`src/rtl/collision_arbiter.sv`:
```
// rtl/collision_arbiter.sv - per-frame player/object collision detection with event reporting
module collision_arbiter #(
  parameter int NUM_OBJ = 16,
  localparam int ID_W = (NUM_OBJ > 1) ? $clog2(NUM_OBJ) : 1
) (
  input  logic               clk,
  input  logic               resetN,
  input  logic               startOfFrame,
  input  logic               drawing_request_player,
  input  logic [NUM_OBJ-1:0] drawing_request_obj,
  input  logic [NUM_OBJ-1:0] obj_enable,
  input  logic               event_ack,
  output logic [NUM_OBJ-1:0] coll_now,
  output logic [NUM_OBJ-1:0] first_hit,
  output logic [NUM_OBJ-1:0] frame_hits,
  output logic               event_valid,
  output logic [ID_W-1:0]    event_id
);

  logic [NUM_OBJ-1:0] acc;
  logic [NUM_OBJ-1:0] pending;
  logic [NUM_OBJ-1:0] acc_prior;
  logic [NUM_OBJ-1:0] pend_set;
  logic [NUM_OBJ-1:0] ack_clr;
  logic [NUM_OBJ-1:0] pending_next;

  assign coll_now = {NUM_OBJ{drawing_request_player}} & drawing_request_obj & obj_enable;

  // A pixel coincident with startOfFrame belongs to the new frame, so the old acc is ignored
  assign acc_prior = startOfFrame ? '0 : acc;

  // Only objects that did not collide in the previous frame raise a new event
  assign pend_set = startOfFrame ? (acc & ~frame_hits) : '0;
  assign ack_clr  = (event_valid && event_ack) ? (NUM_OBJ'(1) << event_id) : '0;

  // Set beats ack-clear; disable beats everything
  assign pending_next = ((pending & ~ack_clr) | pend_set) & obj_enable;

  always_ff @(posedge clk or negedge resetN) begin
    if (!resetN) begin
      acc        <= '0;
      first_hit  <= '0;
      frame_hits <= '0;
      pending    <= '0;
    end else begin
      acc       <= acc_prior | coll_now;
      first_hit <= coll_now & ~acc_prior;
      pending   <= pending_next;
      if (startOfFrame) begin
        frame_hits <= acc;
      end
    end
  end

  assign event_valid = |pending;

  always_comb begin
    event_id = '0;
    for (int i = NUM_OBJ - 1; i >= 0; i--) begin
      if (pending[i]) begin
        event_id = ID_W'(i);
      end
    end
  end

endmodule
```
`config.mk`:
```
export PLATFORM = sky130hd
export DESIGN_NAME = collision_arbiter
export DESIGN_NICKNAME = d
export VERILOG_FILES = /design/src/rtl/collision_arbiter.sv
export SDC_FILE = /design/constraint.sdc
export NUM_CORES = 1
export LEC_CHECK = 0
export CORE_MARGIN = 2
export CORE_UTILIZATION = 67
export DETAILED_ROUTE_END_ITERATION = 7
export DONT_BUFFER_PORTS = 1
export MAX_ROUTING_LAYER = met4
export PLACE_DENSITY = 0.87
export SLEW_MARGIN = 25
export SYNTH_ARGS = -nofsm -noshare
export SYNTH_HDL_FRONTEND = slang
export SYNTH_SLANG_ARGS = --single-unit
```
`constraint.sdc`:
```
create_clock -name clk -period 3.2 [get_ports clk]
set_clock_uncertainty 0.05 [all_clocks]
set_input_delay 0.32 -clock clk [delete_from_list [all_inputs] [get_ports clk]]
set_output_delay 0.32 -clock clk [all_outputs]
set_load 0.03 [all_outputs]
```
==> summary.txt <==
Floorplanning
  • Num ports: 90
  • Die Wd: just under 70 µm
  • Die height: slightly below 70 µm
  • CORE AREA: between 4000 and 5000 µm²
  • FP Rows: 23
  • DIE AREA: 4660 µm²
  • Initial Util: 0.692

Placed design
  • DP Cell Count: about 300
  • RePlAce Congestion: 0.931
  • Detailed Place HPWL: ~4000 µm
  • Port-buffer cells: 0

Logic synthesis
  • Top_reg_cell synth: dfrtp_1
  • Dominant cells by area after synthesis: dfrtp_1 (58%), a21boi_0 (4.1%), a21o_1 (4.1%), o21ai_0 (3.6%), and3_1 (3.4%)
  • Most frequent cell after synthesis: dfrtp_1
  • Post-synth top cells: dfrtp_1 (64), nand2_1 (20), o21ai_0 (20)
  • Sequential area share after synthesis: 0.579
  • Avg Cell Area, Syn: ~11 µm²
  • Largest area contributor in the netlist: dfrtp_1
  • Yosys Warn Count: 0
  • Syn_nets: 299
  • Async SR Flop Fraction: 1.00
  • Synth cell types: 34
  • Netlist Area Pre-Place: roughly 2800 µm²
  • Gate Count Post-Synth: 262
  • Post-synth top area share: 0.579
  • Yosys reg bits: 64
  • Post-synth EDFFs: 0

GRT
  • Global route overflow: 0
  • First-pass GRT wire length: approximately 9100 µm
  • Initial antenna violation count: 0
  • Vias in the first global route: 1986
  • Largest net degree at the start of global routing: 65
  • Tot GR Track Use: 0.287
  • Met1 Use GR: 0.359
  • Busiest grt layer: met2
  • GR Util met3: 0.0855
  • Met2 GRT Util: 0.426

Clock network
  • Skew-Pair Late Insertion Delay: 0.33 ns
  • Resize count post-CTS: 0
  • Longest Clk Path Bufs: 2
  • CTS Hold Bufs: 2
  • # clock sinks: between 60 and 70
  • TritonCTS clock tree: done
  • # H-tree levels: 3
  • CTS clk-pin slew, worst paths: around 0.060 ns
  • Buffer count from post-CTS setup fixing: 0
  • CTS root buf: clkbuf_8
  • Num CTS Buffers: 9

Timing
  • Slew Limit Fails: 0
  • Unrepaired setup endpoints after global routing: no
  • Fmax: 413 MHz
  • Slew at the pin closest to its max-slew limit: between 0.6 and 0.7 ns
  • Final critical-path share of the clock period: 0.756
  • Setup-failing EPs final: 0
  • Tmin final: roughly 2.4 ns
  • Final hold viol count: 0
  • Setup TNS: 0 ns
  • Slew margin rel.: 0.550

Worst setup path
  • WP data required: about 2.8 ns
  • Worst R2R Setup Slack: 1.20 ns
  • Critical Path Fanout Max: 5
  • Setup CP Type: reg2out
  • CP Capture Type: output port
  • Critical path arrival: about 2.1 ns
  • Worst setup SP type: flop

Outcome
  • Outcome: finished, final reports clean

Route
  • First DRT Iteration DRCs: 121
  • Routed via count: between 2000 and 2500
  • DR pass1 iterations: 4
  • Final WL: a little under 6000 µm
  • Vias/cell: around 6.3
  • DRC: 0
  • Final ANT Viol Nets: 0
  • WL per Instance: ~18 µm

Layout
  • P&R area growth vs syn: 9.31%
  • ANT cells: 0
  • Share of layout cells above drive strength 1: 0.103
  • Nets: 306
  • Cell Count, Final, Fillers Out: approximately 320

Pwr
  • Sequential share of power: 0.518
  • Worst vdd ir: 0.427 mV
  • Gate power share: 0.159
  • Psw: just under 0.6 mW
  • Leakage dissipation: between 1.5 and 2 nW
  • Int Pwr: between 1 and 1.5 mW
  • Sw frac: 0.306
  • Power per cell area: just over 600 nW/µm²
  • Clock power share: 0.323

Hold path
  • Worst Hold Class: in2reg

Run
  • MaxCap Viol Count: 0
==> critical path, stage by stage, from the launching register on <==
cell      delay (ns)
dfrtp_1         0.41
nor4_1          0.61
nand2_1         0.26
a21boi_0        0.24
buf_4           0.19
==> flip-flops by register name (all words and copies together), names as in the netlist <==
signal	cells
acc	16
frame_hits	16
first_hit	16
pending	16
==> power groups by stage <==
stage          combinational (mW)  sequential (mW)  clock [mW]
2_1_floorplan               0.237            0.976           0
3_3_place_gp                0.270            0.987           0
3_5_place_dp                0.278            0.990           0
4_1_cts                     0.300            0.976       0.617
5_1_grt                     0.326            0.984       0.667
6_report                    0.300            0.977       0.609
==> kinds of logic after synthesis <==
logic type,Yosys count,share of synthesized area
AO/OA/AOI/OAI,76,0.190
buffers and inverters,28,0.0384
flip-flops,64,0.579
multiplexers,7,0.0285
AND/OR/NAND/NOR,87,0.165
==> path summary, 6_finish.rpt <==
kind | from | endpoint | cells after the start
worst max-delay path | pending[11] | event_id[2] | 4
worst min-delay path | startOfFrame | frame_hits[14] | 1
worst max register to register | pending[7] | pending[13] | 4
worst min register to register | acc[12] | first_hit[12] | 1
max in group asynchronous | resetN | acc[4] | 2
min in group asynchronous | resetN | pending[10] | 2
==> cells in the final DEF, fill, tap and decap left out, types with 4 or more instances in the layout <==
| master | Yosys | layout |
|---|---|---|
| nand2_1 | 20 | 20 |
| dfrtp_1 | 64 | 64 |
| nor2_1 | 19 | 19 |
| and3_1 | 15 | 15 |
| a21boi_0 | 15 | 15 |
| nand3_1 | 10 | 10 |
| clkbuf_8 | 0 | 12 |
| a21oi_1 | 11 | 11 |
| o21ai_0 | 20 | 20 |
| nor3_1 | 6 | 6 |
| a21o_1 | 15 | 15 |
| nand4b_1 | 4 | 4 |
| mux2_2 | 7 | 7 |
| inv_1 | 19 | 19 |
==> layer usage <==
layer / wire length [µm] / part of all wire / vias up
met5: 0 / 0 / -
met3: 366 / 0.063 / 11
met2: 2770 / 0.48 / 92
met4: 123 / 0.021 / 0
li1: - / - / 938
met1: 2540 / 0.44 / 974
==> metrics by stage <==
| stage | instance area, µm² | total power [mW] | util | worst slack [ns] | hold slack [ns] |
|---|---|---|---|---|---|
| after global routing | 3030 | 1.98 | 0.756 | 0.618 | 0.0244 |
| after floorplan | 2770 | 1.21 | - | 0.965 | -0.0256 |
| after global placement | 2820 | 1.26 | 0.704 | 1.25 | -0.0241 |
| after detailed placement | 2820 | 1.27 | 0.704 | 1.17 | -0.0239 |
| after CTS | 3030 | 1.89 | 0.756 | 0.792 | 0.0338 |
| final | 3030 | 1.89 | 0.756 | 0.780 | 0.0455 |
==> cell type report <==
type / instances / area (µm²)
clock buffers: 14 / 173
fillers: 288 / 975
inverters: 20 / 76.3
multi-input cells: 170 / 1060
flip-flops and latches: 64 / 1600
well taps: 50 / 62.6
repair buffers: 4 / 52.6
Power figures use the tool's default switching activity.
